$ cat src/rtl/tl45_div_unit.sv
// rtl/tl45_div_unit.sv - multi-cycle restoring divider, signed/unsigned, one quotient bit per cycle
module tl45_div_unit #(
  parameter int BW = 32
) (
  input  logic          i_clk,
  input  logic          i_reset,
  input  logic          i_wr,
  input  logic          i_signed,
  input  logic [BW-1:0] i_numerator,
  input  logic [BW-1:0] i_denominator,
  output logic          o_busy,
  output logic          o_valid,
  output logic          o_err,
  output logic [BW-1:0] o_quotient
);

  typedef enum logic [1:0] {IDLE, CALC, FIX, DONE} state_t;

  state_t        state = IDLE;
  state_t        state_nxt;
  logic [BW-1:0] num   = '0;
  logic [BW-1:0] den   = '0;
  logic [BW:0]   rem   = '0;
  logic [BW-1:0] quo   = '0;
  logic [BW-1:0] cnt   = '0;
  logic          neg   = 1'b0;
  logic          err   = 1'b0;

  logic          accept;
  logic [BW+1:0] trial;
  logic          ge;
  logic [BW-1:0] num_abs;
  logic [BW-1:0] den_abs;

  assign accept = (state == IDLE) && i_wr;

  // Magnitudes in signed mode; -2^(BW-1) maps onto itself as an unsigned value.
  assign num_abs = (i_signed && i_numerator[BW-1])   ? -i_numerator   : i_numerator;
  assign den_abs = (i_signed && i_denominator[BW-1]) ? -i_denominator : i_denominator;

  // Trial subtraction is one bit wider than the remainder so its MSB is a clean borrow.
  assign trial = {rem, num[BW-1]} - {2'b00, den};
  assign ge    = ~trial[BW+1];

  always_ff @(posedge i_clk) begin
    if (i_reset) state <= IDLE;
    else         state <= state_nxt;
  end

  always_comb begin
    state_nxt = state;
    case (state)
      IDLE: if (i_wr) state_nxt = (i_denominator == '0) ? DONE : CALC;
      CALC: if (cnt[BW-1]) state_nxt = FIX;
      FIX:  state_nxt = DONE;
      DONE: state_nxt = IDLE;
      default: state_nxt = IDLE;
    endcase
  end

  always_ff @(posedge i_clk) begin
    if (i_reset) begin
      num <= '0;
      den <= '0;
      rem <= '0;
      quo <= '0;
      cnt <= '0;
      neg <= 1'b0;
      err <= 1'b0;
    end else if (accept) begin
      num <= num_abs;
      den <= den_abs;
      rem <= '0;
      quo <= '0;
      cnt <= {{(BW-1){1'b0}}, 1'b1};
      neg <= i_signed && (i_numerator[BW-1] ^ i_denominator[BW-1]);
      err <= (i_denominator == '0);
    end else if (state == CALC) begin
      num <= {num[BW-2:0], 1'b0};
      rem <= ge ? trial[BW:0] : {rem[BW-1:0], num[BW-1]};
      quo <= {quo[BW-2:0], ge};
      cnt <= {cnt[BW-2:0], 1'b0};
    end else if (state == FIX) begin
      if (neg) quo <= -quo;
    end
  end

  assign o_busy     = (state == CALC) || (state == FIX);
  assign o_valid    = (state == DONE);
  assign o_err      = err;
  assign o_quotient = quo;

endmodule

$ cat config.mk
export PLATFORM = sky130hd
export DESIGN_NAME = tl45_div_unit
export DESIGN_NICKNAME = d
export VERILOG_FILES = /design/src/rtl/tl45_div_unit.sv
export SDC_FILE = /design/constraint.sdc
export NUM_CORES = 1
export LEC_CHECK = 0
export CAP_MARGIN = 30
export CELL_PAD_IN_SITES_DETAIL_PLACEMENT = 1
export CELL_PAD_IN_SITES_GLOBAL_PLACEMENT = 1
export CORE_ASPECT_RATIO = 1.5
export CORE_MARGIN = 2
export CORE_UTILIZATION = 25
export CTS_CLUSTER_DIAMETER = 80
export DETAILED_ROUTE_END_ITERATION = 6
export PLACE_DENSITY_LB_ADDON = 0.1
export SLEW_MARGIN = 20
export SYNTH_ARGS = -nofsm -noshare
export SYNTH_HDL_FRONTEND = slang
export SYNTH_SLANG_ARGS = --single-unit
$ cat constraint.sdc
create_clock -name i_clk -period 4.6 [get_ports i_clk]
set_clock_uncertainty 0.15 [all_clocks]
set_input_delay 0.69 -clock i_clk [delete_from_list [all_inputs] [get_ports i_clk]]
set_output_delay 0.69 -clock i_clk [all_outputs]
set_load 0.1 [all_outputs]
== Yosys cells after proc, flatten, opt, wreduce, memory -nomap -nowiden ==
Cells that the tools add are included.

* Bitwise logic cells: 2
* Reductions and logical operators: 13
* Equal/unequal tests: 5
* Multiplexer cells: 14
* Add/sub/neg operators: 4

{| class="wikitable"
|+ Operators with widths
! kind !! number
|-
| 32-bit two-way mux || 7
|-
| 32-bit negator || 3
|-
| 34-bit by 32-bit subtractor with 34-bit output || 1
|-
| 33-bit two-way mux || 1
|-
| 32-bit logical NOT || 1
|-
| 2-bit one-hot mux with 4 select lines || 1
|-
| 2-bit two-way mux || 3
|-
| 2-bit nonzero test || 3
|-
| 2-bit equality test (second input constant) || 2
|-
| 1-bit logical AND || 4
|-
| 2-bit inequality test (second input constant) || 2
|-
| 2-bit AND reduction || 2
|-
| 2-bit by 1-bit equality test with 1-bit output (second input constant) || 1
|-
| 2-bit logical NOT || 1
|-
| 1-bit two-way mux || 2
|-
| 2-bit OR reduction || 1
|-
| 1-bit logical OR || 1
|-
| 1-bit NOT || 1
|-
| 1-bit bitwise XOR || 1
|}

* Logic and storage cells: 47
* Bits of input ports: 68
* Output and inout bits: 35
* Flip-flop bits (word level): 165

== Logic depth before layout (Yosys ltp) ==
Gate-level depths: netlist of the first run.

* Depth in word-level cells: 4
* Gate-level depth with buffers: 14
* Gate-level depth less buffers: 12

== Worst setup path after synthesis of the first run ==
Ideal clock, no wire load.

* Path kind: reg2reg
* Start point: register quo[11] (netlist: o_quotient[11])
* End point: register quo[22] (netlist: o_quotient[22])
* Cell stages (with the launch flop): 10
* Buffers on the path: 2
* Library setup time: 0.128 ns
* Data required time: 4.322 ns
* Path slack: 1.130 ns
* Data arrival time: 3.193 ns
* Period minus slack after synthesis: 3.470 ns
* Cells stage by stage: dfxtp_1 -> buf_2 -> or4_4 -> or3_4 -> or2_1 -> or4_1 -> buf_2 -> mux2_4 -> a222oi_1 -> nor2_1

* Word-level cells in the longest chain between the ends: 4

{| class="wikitable"
|+ Ends and longest elaborated chain
! item !! line !! text
|-
| start: declaration || 24 || <nowiki>logic [BW-1:0] quo = '0;</nowiki>
|-
| start signal: assignment || 81 || <nowiki>quo <= {quo[BW-2:0], ge};</nowiki>
|-
| start signal: assignment || 84 || <nowiki>if (neg) quo <= -quo;</nowiki>
|-
| 32-bit negator || 84 ||
|-
| 32-bit two-way mux || 84 ||
|-
| 32-bit two-way mux || 83 || <nowiki>end else if (state == FIX) begin</nowiki>
|-
| 32-bit two-way mux || 78 || <nowiki>end else if (state == CALC) begin</nowiki>
|}

No other way between the ends. The select of a mux whose other input is x is not followed.
A chain may end at the register's enable or synchronous reset.

== Final worst setup path of the first run ==
* Start point: register den[26]
* End point: register rem[19]

* Word-level cells in the longest chain between the ends: 2

{| class="wikitable"
|+ Ends and longest elaborated chain
! item !! line !! text
|-
| start: declaration || 22 || <nowiki>logic [BW-1:0] den = '0;</nowiki>
|-
| start signal: assignment || 72 || <nowiki>den <= den_abs;</nowiki>
|-
| 34-bit by 32-bit subtractor with 34-bit output || 42 || <nowiki>assign trial = {rem, num[BW-1]} - {2'b00, den};</nowiki>
|-
| 33-bit two-way mux || 80 || <nowiki>rem <= ge ? trial[BW:0] : {rem[BW-1:0], num[BW-1]};</nowiki>
|-
| end signal: assignment || 80 ||
|-
| end: declaration || 23 || <nowiki>logic [BW:0] rem = '0;</nowiki>
|}

No other way between the ends.

==> results.yml, run 1 <==
status:
  status: "finished clean"
power_and_ir_drop:
  p_leak_nw: 4.626
  power_density_nw_per_um2: 771.7
  peakVddDrop_v: 0.0002792
worst_setup_path:
  r2r-start: "den[26]"
  crit_start: "den[26]"
  startpoint_type: "flop"
  path_class: "reg2reg"
  regToRegEndpoint: "rem[19]"
  rrSetupSlack_ns: 0.81
  setup.worst_path.end_class: "flop"
  cp_data_required_time_ns: 4.73
  arrival_ns: 3.92
  reg2reg_depth: 12
  crit_fanout: 12
yosys:
  ys_seq_area_share_pct: 32.00
  async_reset_ff_share_pct: 0
  synth_edf_count: 0
  yosysTopAreaCell: "dfxtp_1"
  avgSynthCellArea_sq_um: 7.947
  synth_area_sq_um: 10320
  synth.distinct_cells: 70
  ys_seq_elements: 165
  synth_flop_cell: "dfxtp_1"
  synth_nets: 1408
  syn_inst: 1299
  yosysTopAreaCellShare_pct: 32.00
  ys.warnings.count: 0
  synth.area.top_cells: "dfxtp_1 (32%), mux2i_1 (8.6%), nor2_1 (6.0%)"
global_routing:
  antenna_found_initial: 1
  grt_pass1_vias: 10230
  grt_max_degree: 73
  grt_usage_pct: 17.04
  grt_pass1_wl_mm: 57.06
  overflow: 0
clock_tree:
  clkTransAtPathRegs_ns: 0.07
  htree_num_levels: 4
  cts.path.max_buffers: 2
  cts-hold-fix-buffers: 0
  cts.sinks: 165
  cts_root_buffer: "clkbuf_16"
  postCtsSetupBuffers: 0
  cts_resized: 0
  clock_latency_ns: 0.44
  cts_buffers: 17
  cts_tree: "built"
routing:
  wl_per_cell_microns: 19.25
  ant_nets: 0
  avgViaCountPerCell: 5.161
  drt_iter0_markers: 350
  drc: 0
  first_pass_iters: 7
  vias: 9682
  wl_mm: 36.12
timing:
  timing.hold.ws_ns: 0.3118
  relSlewSlack_pct: 32.08
  finalHoldViolCount: 0
  setup_tns_ns: 0
  fmax_ghz: 0.2637
  worst_pin_slew_ns: 1.016
  period_minus_slack_ns: 3.792
  rsz0062_at_grt: "no"
  slew_viol_final: 0
  setup_viol: 0
  finalCritPeriodShare_pct: 82.43
cells_and_area:
  multi_input_area_sq_um: 6481
  antenna_cells: 0
  final_cell_mix: "dfxtp_1 (165), nor2_1 (164), clkdlybuf4s50_1 (101)"
  drive_gt1_share_pct: 4.835
  seq_area_sq_um: 3303
  num-nets-final: 1461
  synthToLayoutAreaGrowth_pct: 20.12
  mostFrequentLayoutCell: "dfxtp_1"
  fill_cells: 4879
run:
  timing.max_cap.violations: 0
placement:
  numPortBuffers: 102
  routabilityCongestion: 0.8218
  hpwlAfterDp_mm: 26.81
hold_path:
  hold_start: "den[13]"
  hold_path_depth: 2
  whs_endpoint: "den[13]"
  hold_class: "reg2reg"
die:
  core-area_sq_um: 40990
  die_x_microns: 169.9
  die_y_microns: 252.9
  die_area_sq_um: 42970
  num_rows: 91
  ios: 103
  start_util_pct: 25.19
==> Yosys cell counts (all sizes together) (24+ instances only) <==
master / count
a211oi: 47
a21oi: 93
clkbuf: 66
dfxtp: 165
ha: 40
inv: 57
mux2i: 89
nand2: 83
nand3: 24
nor2: 165
nor3: 37
o21ai: 77
xnor2: 36
xor2: 42
==> stage by stage <==
step	total power, W	instance area [sq um]	util [%]	setup WS, ns	instances
after global placement	0.008161	11820	28.85	0.6062	1844
after CTS	0.009724	12400	30.25	0.7501	1876
after global routing	0.01036	12400	30.25	0.5035	1876
after detailed placement	0.008204	11820	28.85	0.6259	1844
final	0.009570	12400	30.25	0.8084	1876
after floorplan	0.006423	10320	-	1.130	1299
==> critical path, stage by stage (launching register included) <==
cell and delay (ns):
dfxtp_1 0.33, inv_1 0.05, ha_1 0.43, a21o_1 0.26
a21o_1 0.18, a21oi_1 0.28, o31ai_1 0.19, or2_1 0.28
o211ai_1 0.24, and3_1 0.59, buf_4 0.35, mux2i_1 0.21
a211oi_1 0.09
==> power breakdown <==
part	switching, W	internal [W]
sequential	0.000253	0.00173
clock	0.000652	0.000817
combinational	0.00389	0.00223
==> cell families after synthesis <==
logic type,share of synthesized area [%]
xor+xnor,6.617
fa+ha+maj,5.042
simple gates,18.49
mux,8.775
buf+inv,5.490
compound gates,23.59
flops,32.00
==> worst max path at each step <==
| stage | depth (start not counted) | slack (ns) | to |
|---|---|---|---|
| 6_report | 12 | 0.81 | rem[19] |
| 5_1_grt | 11 | 0.50 | rem[19] |
| 4_1_cts | 12 | 0.75 | rem[19] |
| 3_5_place_dp | 9 | 0.63 | state[1] |
| 3_3_place_gp | 9 | 0.61 | state[1] |
| 2_1_floorplan | 9 | 1.13 | o_quotient[22] |
==> layer usage <==
metal	up-vias	global-route usage, %	routed length, microns
met5	-	0	13
met4	2	5.031	692
met3	31	2.579	880
met2	124	33.19	19400
met1	4706	18.75	15130
li1	4819	-	-
==> area by class of cell <==
type                    instances  share of cell area (%)
clock inverters                11                   1.019
multi-input cells             988                   52.27
flip-flops and latches        165                   26.64
inverters                      57                   1.725
repair buffers                123                   9.565
well taps                     511                   5.156
clock buffers                  21                   3.632
==> state kept, by name, summed over array words and instances, names as in the netlist <==
register,flops
cnt,32
den,32
neg,1
num,32
o_err,1
o_quotient,32
rem,33
state,2
No activity file was read; power rests on OpenSTA's default activity.
==> run 2, diff against run 1 <==
==> constraint.sdc (replaced) <==
create_clock -name i_clk -period 3.8 [get_ports i_clk]
set_clock_uncertainty 0.15 [all_clocks]
set_input_delay 0.57 -clock i_clk [delete_from_list [all_inputs] [get_ports i_clk]]
set_output_delay 0.57 -clock i_clk [all_outputs]
set_load 0.1 [all_outputs]
==> results.yml, run 2 (same netlist as run 1, synthesis figures left out) <==
status:
  status: "finished clean"
timing:
  finalCritPeriodShare_pct: 92.62
  worst_pin_slew_ns: 1.008
  period_minus_slack_ns: 3.520
  relSlewSlack_pct: 32.56
  rsz0062_at_grt: "no"
  setup_tns_ns: 0
  setup_viol: 0
  fmax_ghz: 0.2841
  timing.hold.ws_ns: 0.3121
  slew_viol_final: 0
  finalHoldViolCount: 0
worst_setup_path:
  critPathTopFamily: "simple AND/OR/NAND/NOR gates"
  crit_buf_inv: 1
  setup.worst_path.end_class: "flop"
  crit_cells: 10
  crit_start: "i_denominator[10]"
  rrSetupSlack_ns: 0.40
  reg2reg_depth: 14
  crit_top_cell: "nand2_1"
  worst_path_max_delay_cell: "nor4_1"
  arrival_ns: 3.73
  cp_data_required_time_ns: 4.01
  regToRegEndpoint: "rem[32]"
  crit_fanout: 5
  crit_chain: "clkdlybuf4s50_1 > nor2_1 > nand2_1 > nor4_1 > nand4_1 > nor3b_1 > nand2_1 > o41ai_1 > xor2_1 > a211oi_1"
  path_class: "in2reg"
  max_stage_delay_ns: 0.51
  r2r-start: "den[2]"
  startpoint_type: "input port"
hold_path:
  hold_start: "den[0]"
  hold_path_depth: 2
  hold_class: "reg2reg"
  whs_endpoint: "den[0]"
clock_tree:
  cts.path.max_buffers: 2
  htree_num_levels: 4
  cts_tree: "built"
  postCtsSetupBuffers: 0
  cts_root_buffer: "clkbuf_16"
  cts_buffers: 17
  clock_latency_ns: 0.45
  cts-hold-fix-buffers: 0
  cts_resized: 0
  cts.sinks: 165
  clkTransAtPathRegs_ns: 0.07
global_routing:
  grt_pass1_wl_mm: 55.84
  grt_max_degree: 143
  grt_usage_pct: 16.72
  antenna_found_initial: 4
  overflow: 0
  grt_pass1_vias: 10060
routing:
  ant_nets: 0
  first_pass_iters: 4
  wl_mm: 35.44
  vias: 9722
  avgViaCountPerCell: 5.087
  drt_iter0_markers: 348
  wl_per_cell_microns: 18.54
  drc: 0
cells_and_area:
  mostFrequentLayoutCell: "dfxtp_1"
  multi_input_area_sq_um: 6476
  synthToLayoutAreaGrowth_pct: 22.87
  num-nets-final: 1495
  final_cell_mix: "dfxtp_1 (165), nor2_1 (164), clkdlybuf4s50_1 (99)"
  top_register: "rem"
  largest_reg_flops: 33
  drive_gt1_share_pct: 7.434
  seq_area_sq_um: 3303
  fill_cells: 4895
placement:
  hpwlAfterDp_mm: 26.21
  routabilityCongestion: 0.7990
  numPortBuffers: 102
power_and_ir_drop:
  p_leak_nw: 4.823
  peakVddDrop_v: 0.0005259
  power_density_nw_per_um2: 934.7
die:
  core-area_sq_um: 40990
  die_y_microns: 252.9
  die_x_microns: 169.9
  ios: 103
  num_rows: 91
  start_util_pct: 25.19
  die_area_sq_um: 42970
run:
  timing.max_cap.violations: 0
[run 2: cell types whose count changed in the layout (fill, tap and decap cells not counted), sizes merged]
cell | previous run | this run
clkinvlp | 4 | 2
clkinv | 3 | 4
diode | 0 | 1
clkdlybuf4s50 | 101 | 99
buf | 22 | 58
clkbuf | 21 | 20
inv | 59 | 61
[run 2: layer usage]
metal  vias to the layer above  global-route usage, %  share of wire, %
met3                        36                  2.813               2.5
met2                       122                  32.55                55
li1                       4886                      -                 -
met1                      4672                  18.10                41
met4                         6                  5.275               1.9
met5                         -                      0              0.12
[run 2: worst max path at each step]
stage                          end
floorplan           o_quotient[22]
global placement           den[27]
detailed placement         den[27]
CTS                        den[27]
global route               den[27]
finish                     den[27]
[run 2: worst reg2reg max path, cell delays in order, from the launching register on]
cell	delay [ns]
dfxtp_1	0.34
inv_1	0.05
ha_1	0.32
nor2b_1	0.16
o31ai_1	0.30
a311oi_1	0.16
buf_4	0.17
or4_1	0.47
buf_4	0.17
nand3_1	0.07
a31oi_1	0.10
buf_4	0.16
a41o_1	0.25
o211a_1	0.20
o221a_1	0.23
[run 2: through the flow]
stage / setup WS (ns) / util (%) / power [W] / cells / instance area (sq um)
final: 0.2804 / 30.95 / 0.01186 / 1911 / 12680
after global routing: 0.07342 / 30.95 / 0.01289 / 1911 / 12680
after CTS: 0.2665 / 30.94 / 0.01210 / 1910 / 12680
after detailed placement: -0.2241 / 29.48 / 0.01021 / 1878 / 12080
after global placement: -0.1995 / 29.48 / 0.01016 / 1878 / 12080
after floorplan: 0.3295 / - / 0.007776 / 1299 / 10320
[run 2: power by group]
group | leakage (nW) | internal (W) | switching (W)
clock | 0.290 | 0.00102 | 0.000794
sequential | 1.35 | 0.00209 | 0.000295
combinational | 3.19 | 0.00296 | 0.00470
total | 4.82 | 0.00607 | 0.00579
[run 2: layout make-up]
type / instances / share of cell area [%]
Clock inverter: 12 / 1.134
Antenna cell: 1 / 0.01973
Multi-Input combinational cell: 988 / 51.06
Sequential cell: 165 / 26.04
Tap cell: 511 / 5.040
Inverter: 57 / 1.687
Timing Repair Buffer: 157 / 11.42
Clock buffer: 20 / 3.600
